`src/rtl/msp430_per_master_pkg.sv`:
```
// Shared types and helpers for the msp430 peripheral bus master.
package msp430_per_master_pkg;

   localparam int unsigned CMD_DEPTH_DEF = 2;
   localparam int unsigned ADDR_W        = 15;
   localparam int unsigned DATA_W        = 16;

   typedef enum logic [1:0] {
      OP_READ  = 2'b00,
      OP_WRITE = 2'b01,
      OP_BSET  = 2'b10,
      OP_BCLR  = 2'b11
   } cmd_op_e;

   typedef enum logic [2:0] {
      IDLE  = 3'd0,
      SETUP = 3'd1,
      RD    = 3'd2,
      WR    = 3'd3,
      RSP   = 3'd4
   } state_e;

   typedef struct packed {
      cmd_op_e           op;
      logic [ADDR_W-1:0] addr;
      logic [DATA_W-1:0] data;
      logic              is_byte;
   } cmd_t;

   // Bit lanes touched by an access: whole word, or the addressed byte.
   function automatic logic [15:0] lane_mask(input logic is_byte, input logic a0);
      return !is_byte ? 16'hFFFF : (a0 ? 16'hFF00 : 16'h00FF);
   endfunction

   // Byte write enables for the write cycle.
   function automatic logic [1:0] we_mask(input logic is_byte, input logic a0);
      return !is_byte ? 2'b11 : (a0 ? 2'b10 : 2'b01);
   endfunction

   // Read data as returned on the response channel (bytes zero-extended).
   function automatic logic [15:0] rd_extract(input logic [15:0] dout, input logic is_byte,
                                              input logic a0);
      return !is_byte ? dout : (a0 ? {8'h00, dout[15:8]} : {8'h00, dout[7:0]});
   endfunction

endpackage

```
`src/rtl/msp430_per_cmd_fifo.sv`:
```
// Command FIFO with registered full/empty flags; DEPTH must be a power of two.
module msp430_per_cmd_fifo
   import msp430_per_master_pkg::*;
#(
   parameter int unsigned DEPTH = CMD_DEPTH_DEF
) (
   input  logic mclk,
   input  logic puc_rst,
   input  logic push,
   input  logic pop,
   input  cmd_t din,
   output cmd_t dout,
   output logic full,
   output logic empty
);

   localparam int unsigned AW = $clog2(DEPTH);

   cmd_t           mem [DEPTH];
   logic [AW-1:0]  wr_ptr;
   logic [AW-1:0]  rd_ptr;
   logic [AW:0]    count;
   logic [AW:0]    count_nxt;
   logic           do_push;
   logic           do_pop;

   assign do_push = push & ~full;
   assign do_pop  = pop & ~empty;
   assign dout    = mem[rd_ptr];

   // Occupancy after this cycle's push/pop.
   always_comb begin
      count_nxt = count;
      if (do_push && !do_pop)
         count_nxt = count + (AW+1)'(1);
      else if (do_pop && !do_push)
         count_nxt = count - (AW+1)'(1);
   end

   // Storage array, no reset needed.
   always_ff @(posedge mclk) begin
      if (do_push)
         mem[wr_ptr] <= din;
   end

   // Pointers, occupancy and registered flags.
   always_ff @(posedge mclk) begin
      if (puc_rst) begin
         wr_ptr <= '0;
         rd_ptr <= '0;
         count  <= '0;
         full   <= 1'b0;
         empty  <= 1'b1;
      end else begin
         if (do_push)
            wr_ptr <= wr_ptr + AW'(1);
         if (do_pop)
            rd_ptr <= rd_ptr + AW'(1);
         count <= count_nxt;
         full  <= (count_nxt == (AW+1)'(DEPTH));
         empty <= (count_nxt == '0);
      end
   end

endmodule

```
`src/rtl/msp430_per_master.sv`:
```
// Peripheral bus master: queued read/write/bit-set/bit-clear commands.
// MSP430_PER_MASTER_RMW_EN enables the read-modify-write bit-set/bit-clear path;
// without it those ops are answered with an error and no bus cycle.
module msp430_per_master
   import msp430_per_master_pkg::*;
#(
   parameter int unsigned CMD_DEPTH = CMD_DEPTH_DEF
) (
   input  logic                mclk,
   input  logic                puc_rst,
   input  logic                cmd_valid,
   output logic                cmd_ready,
   input  logic [1:0]          cmd_op,
   input  logic [ADDR_W-1:0]   cmd_addr,
   input  logic [DATA_W-1:0]   cmd_data,
   input  logic                cmd_byte,
   output logic                rsp_valid,
   input  logic                rsp_ready,
   output logic [DATA_W-1:0]   rsp_data,
   output logic                rsp_err,
   output logic [13:0]         per_addr,
   output logic [DATA_W-1:0]   per_din,
   output logic                per_en,
   output logic [1:0]          per_we,
   input  logic [DATA_W-1:0]   per_dout
);

   state_e state;
   cmd_t   fifo_din;
   cmd_t   fifo_dout;
   logic   fifo_full;
   logic   fifo_empty;
   logic   fifo_push;
   logic   fifo_pop;
   logic   cur_byte;
   logic   cur_a0;
`ifdef MSP430_PER_MASTER_RMW_EN
   cmd_op_e     cur_op;
   logic [15:0] cur_mask;
   logic [15:0] rmw_mask_c;
   logic [15:0] rmw_wdata_c;
`endif

   // Ready is withheld during reset and whenever the queue is full.
   assign cmd_ready = ~puc_rst & ~fifo_full;
   assign fifo_push = cmd_valid & cmd_ready;
   assign fifo_pop  = (state == SETUP);

   // Pack the incoming command.
   always_comb begin
      fifo_din         = '0;
      fifo_din.op      = cmd_op_e'(cmd_op);
      fifo_din.addr    = cmd_addr;
      fifo_din.data    = cmd_data;
      fifo_din.is_byte = cmd_byte;
   end

   msp430_per_cmd_fifo #(
      .DEPTH (CMD_DEPTH)
   ) u_fifo (
      .mclk    (mclk),
      .puc_rst (puc_rst),
      .push    (fifo_push),
      .pop     (fifo_pop),
      .din     (fifo_din),
      .dout    (fifo_dout),
      .full    (fifo_full),
      .empty   (fifo_empty)
   );

`ifdef MSP430_PER_MASTER_RMW_EN
   // Modified word for bit-set/bit-clear; byte masks are confined to the addressed lane.
   always_comb begin
      rmw_mask_c  = cur_byte ? ({2{cur_mask[7:0]}} & lane_mask(cur_byte, cur_a0)) : cur_mask;
      rmw_wdata_c = (cur_op == OP_BSET) ? (per_dout | rmw_mask_c) : (per_dout & ~rmw_mask_c);
   end
`endif

   // Sequencer with registered bus and response outputs.
   always_ff @(posedge mclk) begin
      if (puc_rst) begin
         state     <= IDLE;
         rsp_valid <= 1'b0;
         rsp_data  <= '0;
         rsp_err   <= 1'b0;
         per_addr  <= '0;
         per_din   <= '0;
         per_en    <= 1'b0;
         per_we    <= 2'b00;
         cur_byte  <= 1'b0;
         cur_a0    <= 1'b0;
`ifdef MSP430_PER_MASTER_RMW_EN
         cur_op    <= OP_READ;
         cur_mask  <= '0;
`endif
      end else begin
         case (state)
            IDLE: begin
               // A push this cycle lets SETUP start on the next one.
               if (!fifo_empty || fifo_push)
                  state <= SETUP;
            end
            SETUP: begin
               per_addr <= fifo_dout.addr[14:1];
               cur_byte <= fifo_dout.is_byte;
               cur_a0   <= fifo_dout.addr[0];
`ifdef MSP430_PER_MASTER_RMW_EN
               cur_op   <= fifo_dout.op;
               cur_mask <= fifo_dout.data;
`endif
               case (fifo_dout.op)
                  OP_READ: begin
                     per_en <= 1'b1;
                     per_we <= 2'b00;
                     state  <= RD;
                  end
                  OP_WRITE: begin
                     per_en  <= 1'b1;
                     per_we  <= we_mask(fifo_dout.is_byte, fifo_dout.addr[0]);
                     per_din <= fifo_dout.is_byte ? {2{fifo_dout.data[7:0]}} : fifo_dout.data;
                     state   <= WR;
                  end
                  default: begin
`ifdef MSP430_PER_MASTER_RMW_EN
                     per_en <= 1'b1;
                     per_we <= 2'b00;
                     state  <= RD;
`else
                     rsp_valid <= 1'b1;
                     rsp_err   <= 1'b1;
                     rsp_data  <= '0;
                     state     <= RSP;
`endif
                  end
               endcase
            end
            RD: begin
`ifdef MSP430_PER_MASTER_RMW_EN
               if (cur_op != OP_READ) begin
                  per_we  <= we_mask(cur_byte, cur_a0);
                  per_din <= rmw_wdata_c;
                  state   <= WR;
               end else
`endif
               begin
                  per_en    <= 1'b0;
                  rsp_valid <= 1'b1;
                  rsp_err   <= 1'b0;
                  rsp_data  <= rd_extract(per_dout, cur_byte, cur_a0);
                  state     <= RSP;
               end
            end
            WR: begin
               per_en    <= 1'b0;
               per_we    <= 2'b00;
               rsp_valid <= 1'b1;
               rsp_err   <= 1'b0;
               rsp_data  <= per_din & lane_mask(cur_byte, cur_a0);
               state     <= RSP;
            end
            RSP: begin
               if (rsp_ready) begin
                  rsp_valid <= 1'b0;
                  state     <= fifo_empty ? IDLE : SETUP;
               end
            end
            default: state <= IDLE;
         endcase
      end
   end

endmodule

```
`config.mk`:
```
export PLATFORM = sky130hd
export DESIGN_NAME = msp430_per_master
export DESIGN_NICKNAME = d
export VERILOG_FILES = /design/src/rtl/msp430_per_master_pkg.sv /design/src/rtl/msp430_per_cmd_fifo.sv /design/src/rtl/msp430_per_master.sv
export SDC_FILE = /design/constraint.sdc
export NUM_CORES = 1
export LEC_CHECK = 0
export CAP_MARGIN = 20
export CORE_ASPECT_RATIO = 0.5
export CORE_MARGIN = 3
export CORE_UTILIZATION = 46
export DETAILED_ROUTE_END_ITERATION = 8
export GPL_ROUTABILITY_DRIVEN = 0
export PLACE_DENSITY = 0.88
export SYNTH_ARGS = -nofsm -noshare
export SYNTH_HDL_FRONTEND = slang
export SYNTH_SLANG_ARGS = --single-unit
```
`constraint.sdc`:
```
create_clock -name mclk -period 3.4 [get_ports mclk]
set_clock_uncertainty 0.2 [all_clocks]
set_input_delay 0.51 -clock mclk [delete_from_list [all_inputs] [get_ports mclk]]
set_output_delay 0.51 -clock mclk [all_outputs]
set_load 0.01 [all_outputs]
```
# Yosys cells after proc, flatten, opt, wreduce, memory -nomap -nowiden
# Memory sizes are Yosys's and may differ from the RTL's. A register that Yosys moved wholly into a read port is not among the register bits.
# Cells that the tools add are included.
[word_totals]
regBits = 62
ramBits = 68
output_inout_bits = 52
n_memories = 1
[mem_list]
columns = ["memory", "words", "width", "rd", "rd_ports_with_merged_regs", "wr", "line", "source"]
rows = [
  ["u_fifo.mem", 2, 34, 1, 1, 1, "msp430_per_cmd_fifo.sv:19", "cmd_t mem [DEPTH];"],
]
[op_classes]
addsub = 4
eq_ne = 11
n_mux = 28
bitwise = 8
n_reduce_logical = 22
[op_table]
columns = ["cell", "n"]
rows = [
  ["16-bit two-way mux", 5],
  ["16-bit case mux with 3 select lines", 1],
  ["16-bit bitwise AND", 1],
  ["3-bit case mux with 4 select lines", 1],
  ["2-bit AND reduction", 6],
  ["1-bit two-way mux", 8],
  ["2-bit two-way mux", 4],
  ["8-bit two-way mux", 1],
  ["2-bit != test, second input constant", 4],
  ["2-bit case mux with 2 select lines", 2],
  ["3-bit by 2-bit == test with 1-bit output, second input constant", 2],
  ["3-bit two-way mux", 2],
  ["3-bit case mux with 2 select lines", 1],
  ["3-bit nonzero test", 2],
  ["1-bit bitwise AND", 4],
  ["2-bit zero test", 2],
  ["1-bit case mux with 2 select lines", 2],
  ["2-bit nonzero test", 2],
  ["2-bit OR reduction", 2],
  ["3-bit by 1-bit == test with 1-bit output, second input constant", 1],
  ["3-bit == test, second input constant", 1],
  ["1-bit zero test", 3],
  ["3-bit zero test", 1],
  ["3-bit != test, second input constant", 1],
  ["10 further kinds", 14],
]

# Longest topological paths before layout
[logic_depth]
word_depth = 9
depth_mapped = 7
mapped_depth_nobuf = 4

# Hierarchy
# From an unflattened synthesis, not the netlist that was laid out.
[unflattened]
cells_unflattened = 434
hier_area_um2 = 5373.9
[by_module_without_submodules]
columns = ["module", "instances", "cells_per_inst", "area_per_inst_um2"]
rows = [
  ["msp430_per_cmd_fifo", 1, 144, 2815.2],
  ["msp430_per_master", 1, 290, 2558.7],
]

# Least setup slack after synthesis
# No wires, ideal clock.
[synth_timing]
path_kind = "input -> register"
from = "in puc_rst"
to = "mem u_fifo.mem[0][0] (netlist name), enable pin"
setup_time_ns = 0.425
arrival_ns = 2.639
required_ns = 2.775
slack_ns = 0.136
cell_stages = 3
n_path_buf = 1
path_cell_list = "clkbuf_1 > or3b_2 > nor2_1"
[synth_between]
elab_chain_len = 6
[synth_lines]
columns = ["element", "line", "source"]
rows = [
  ["start: declaration", "msp430_per_master.sv:10", "input logic puc_rst,"],
  ["1-bit inverter", "msp430_per_master.sv:45", "assign cmd_ready = ~puc_rst & ~fifo_full;"],
  ["1-bit bitwise AND", "msp430_per_master.sv:45", ""],
  ["1-bit bitwise AND", "msp430_per_master.sv:46", "assign fifo_push = cmd_valid & cmd_ready;"],
  ["1-bit bitwise AND", "msp430_per_cmd_fifo.sv:27", "assign do_push = push & ~full;"],
  ["1-bit two-way mux", "msp430_per_cmd_fifo.sv:42", "if (do_push)"],
  ["1-bit two-way mux (implied by the code)", "msp430_per_cmd_fifo.sv:43", "mem[wr_ptr] <= din;"],
  ["end: declaration", "msp430_per_cmd_fifo.sv:19", ""],
]
# Every way passes these cells.

# Final worst setup path
[layout_timing]
from = "reg state[1]"
to = "reg rsp_data[14]"
[layout_between]
elab_chain_len = 3
elab_cells_between_ends = 7
classes_between = "4 x eq/ne; 1 x mux; 2 x reduce/logical"
[layout_lines]
columns = ["element", "line", "source"]
rows = [
  ["start: declaration", "msp430_per_master.sv:28", "state_e state;"],
  ["start signal: assignment", "msp430_per_master.sv:164", "state <= fifo_empty ? IDLE : SETUP;"],
  ["3-bit by 1-bit == test with 1-bit output / 3-bit by 2-bit == test with 1-bit output (equally long branches)", "msp430_per_master.sv:97", "case (state)"],
  ["2-bit != test (no source line) / 3-bit nonzero test (equally long branches)", "n/a", ""],
  ["2-bit AND reduction (no source line)", "n/a", ""],
  ["end signal: assignment", "msp430_per_master.sv:149", "rsp_data <= rd_extract(per_dout, cur_byte, cur_a0);"],
  ["end signal: assignment", "msp430_per_master.sv:158", "rsp_data <= per_din & lane_mask(cur_byte, cur_a0);"],
  ["end: declaration", "msp430_per_master.sv:19", "output logic [DATA_W-1:0] rsp_data,"],
]
# Parallel ways exist; a longest one is shown, timed or not.
# A chain may end at the register's enable or synchronous reset.

==> impl_summary.txt <==
----------------------------------------------------
[Layout]
  Leading cell types in the layout, fill and taps excluded ... 104 x sky130_fd_sc_hd__clkdlybuf4s50_1, 68 x sky130_fd_sc_hd__edfxtp_1, 62 x sky130_fd_sc_hd__dfxtp_1, 41 x sky130_fd_sc_hd__mux2i_1, 35 x sky130_fd_sc_hd__nor2_1
  Fraction of layout instances using a drive strength above 1 ... 11.4%
  Nets ... 586
  Post-layout instance count excluding filler cells ... 685
  Commonest non-fill, non-tap cell in the layout ... sky130_fd_sc_hd__clkdlybuf4s50_1
  Area growth from synthesis to layout ... 33.6%
  # diodes ... 0

[Yosys]
  Fraction of synthesis flops using an asynchronous set or reset pin ... 0%
  Number of synthesized flops with an enable pin ... 68
  Synth Area in XOR/XNOR ... 0.502%
  Combinational family with the most area after synthesis ... compound AO/OA/AOI/OAI gates
  Post-synthesis mux area share ... 10.1%
  Mapped cell area ... 0.00524 mm2
  Synth Net Count ... 484
  Seq cells post-synth ... 131
  Number of different library cells in the post-synthesis netlist ... 40
  Predominant post-synthesis flop cell ... sky130_fd_sc_hd__edfxtp_1
  Fraction of the mapped netlist area in compound gates ... 12.7%
  Fraction of the mapped netlist area in simple logic gates ... 9.96%
  Register area share after synthesis ... 63.1%
  Average cell area after synthesis ... 12.2 um2
  Mapped Cells ... 430
  Yosys warns ... 0
  Synth Area in Adders ... 0%

[Die]
  Number of placement rows ... 26
  IO Count ... 106
  Die Span Y ... 81.4 um
  Die span in x ... 157 um
  Area of the placeable core ... 0.0106 mm2
  Total die area ... 0.0128 mm2
  Starting Density ... 49.2%

[Setup path]
  Critical Setup Path Class ... reg -> reg
  Crit Reg-Reg Startpoint ... state[1]
  Data required, critical path ... 3510 ps
  Arrival time worst endpoint ... 2660 ps
  Highest net fanout along the worst path ... 18
  Nature of the critical path endpoint ... flop
  Worst-case register-to-register setup slack ... 850 ps
  Critical Path Source Type ... flop
  Launching element of the worst setup path ... state[1]

[Power]
  Power per standard cell area ... 643 mW/mm2
  Maximum vdd drop ... 332 uV
  Static leakage ... 2.34 nW
  Final Total Pwr ... 4.50 mW

[Timing]
  Slew @ Worst Pin ... 793 ps
  Final-report max-slew violation count ... 0
  Setup_tns ... 0 ps
  Max-slew headroom ... 46.7%
  Worst hold slack after final layout ... 259 ps
  Final setup slack of the worst path ... 849 ps
  Final period demand of the worst path ... 2550 ps
  Final setup fails ... 0
  Setup repair after global routing missed its margin ... false
  Hold Violations, Final ... 0
  Crit share post-route ... 75.0%
  Max frequency ... 392 MHz

[Min path]
  Start point of the worst min-delay path ... rsp_data[10]
  Type of the most critical hold path ... reg -> reg

[Clocking]
  Clock root buffer master ... sky130_fd_sc_hd__clkbuf_16
  Number of clock sinks ... 131
  Number of levels in the clock H-tree ... 4
  Clock slew seen by the registers of the worst setup and hold paths ... 60 ps
  CTS Buf Count ... 17
  Clk_lat worst skew ... 400 ps
  Post-CTS setup buffers ... 0
  Number of hold buffers added after cts ... 0
  Clock tree from TritonCTS ... built
  CTS resizes ... 0
  Maximum count of clock buffers along a single path ... 2

[GRT]
  Overall Global Routing Usage ... 20.1%
  Maximum number of pins on one net before global-route repair ... 44
  Initial antenna violation count ... 0
  Wire length of the first global-routing pass ... 19.7 mm
  GR Overflow Total ... 0
  Vias in the first global route ... 3824

[Job]
  Number of max-cap violations ... 0

[Route]
  Post-Route WL ... 12.2 mm
  Post-detailed-route via-to-cell ratio ... 5.46
  Routed via count ... 3737
  WL per Instance ... 17.8 um
  Drt first pass iters ... 5
  Initial detailed-routing violation count ... 240
  Drc violations ... 0
  Number of nets with antenna violations after detailed routing ... 0

[Placed design]
  Total of buffers placed on input and output ports ... 105
  Setup slack at placement ... 775 ps
  Half-perimeter wire length after placement ... 8.12 mm
  Number of cells in the design after placement ... 653

[Outcome]
  Result of the run ... finished, final reports clean

----------------------------------------------------
-- worst max-delay path, stage by stage, from the launching register on --
cell and delay [ps]:
sky130_fd_sc_hd__dfxtp_1 810, sky130_fd_sc_hd__inv_1 210, sky130_fd_sc_hd__nor3_1 700, sky130_fd_sc_hd__a2111oi_0 240, sky130_fd_sc_hd__a211oi_1 280
-- power by group --
part / internal, mW / switching, mW
Combinational: 0.355 / 0.374
Clock: 1.19 / 0.661
Sequential: 1.81 / 0.108
-- sequential cells by signal, summed over array words and instances, names as in the netlist, named ones only --
name / cells
u_fifo.rd_ptr: 1
per_addr: 14
per_we: 2
rsp_err: 1
u_fifo.wr_ptr: 1
cur_byte: 1
u_fifo.count: 2
cur_a0: 1
state: 3
per_din: 16
per_en: 1
u_fifo.empty: 1
u_fifo.mem: 68
rsp_data: 16
u_fifo.full: 1
rsp_valid: 1
-- cell type report --
class,count,area (um2)
timing repair buffer,114,1110
inverter,13,48.8
clock buffer,20,457
clock inverter,12,154
multi-input combinational,255,1750
tap,140,175
fill,758,3640
sequential,131,3300
-- Yosys cell counts, types with 8 or more instances --
master / instances / area share, %
sky130_fd_sc_hd__edfxtp_1: 68 / 39
sky130_fd_sc_hd__dfxtp_1: 63 / 24
sky130_fd_sc_hd__mux2i_1: 41 / 7.8
sky130_fd_sc_hd__nor2_1: 36 / 2.6
sky130_fd_sc_hd__a211oi_1: 30 / 4.3
sky130_fd_sc_hd__nand2_1: 29 / 2.1
sky130_fd_sc_hd__clkbuf_1: 21 / 1.5
sky130_fd_sc_hd__a21oi_1: 18 / 1.7
sky130_fd_sc_hd__nor3_1: 15 / 1.4
sky130_fd_sc_hd__inv_1: 13 / 0.93
sky130_fd_sc_hd__nand3_1: 11 / 1.1
sky130_fd_sc_hd__o21ai_0: 10 / 0.96
sky130_fd_sc_hd__mux2_2: 9 / 1.9
sky130_fd_sc_hd__o211ai_1: 9 / 1.3
sky130_fd_sc_hd__a2111oi_0: 8 / 1.3
sky130_fd_sc_hd__a22o_1: 8 / 1.3
-- layer usage --
layer  vias up  global-route usage (%)  share of wire, %
met5         -                       0                 0
met4         0                    9.17               2.1
met3        20                    5.63               7.1
met2       136                    32.8                48
met1      1766                    25.3                43
li1       1815                       -                 -
-- stage by stage --
step,utilization (%),cell area [um2]
6_report,65.8,7000
3_3_place_gp,60.0,6390
3_5_place_dp,60.0,6390
5_1_grt,65.8,7000
2_1_floorplan,-,5240
4_1_cts,65.8,7000
-- logic make-up after synthesis --
family                 count (synthesis)
AO/OA/AOI/OAI                         93
AND/OR/NAND/NOR                      108
buffers and inverters                 44
flip-flops                           131
multiplexers                          51
XOR/XNOR                               3
-- worst paths after layout --
path / to / cells after the start
setup / recovery: rsp_data[14] / 4
hold / removal: rsp_data[10] / 2
setup reg to reg: rsp_data[14] / 4
hold reg to reg: rsp_data[10] / 2
Note: power is estimated with default switching activity, not from simulation.
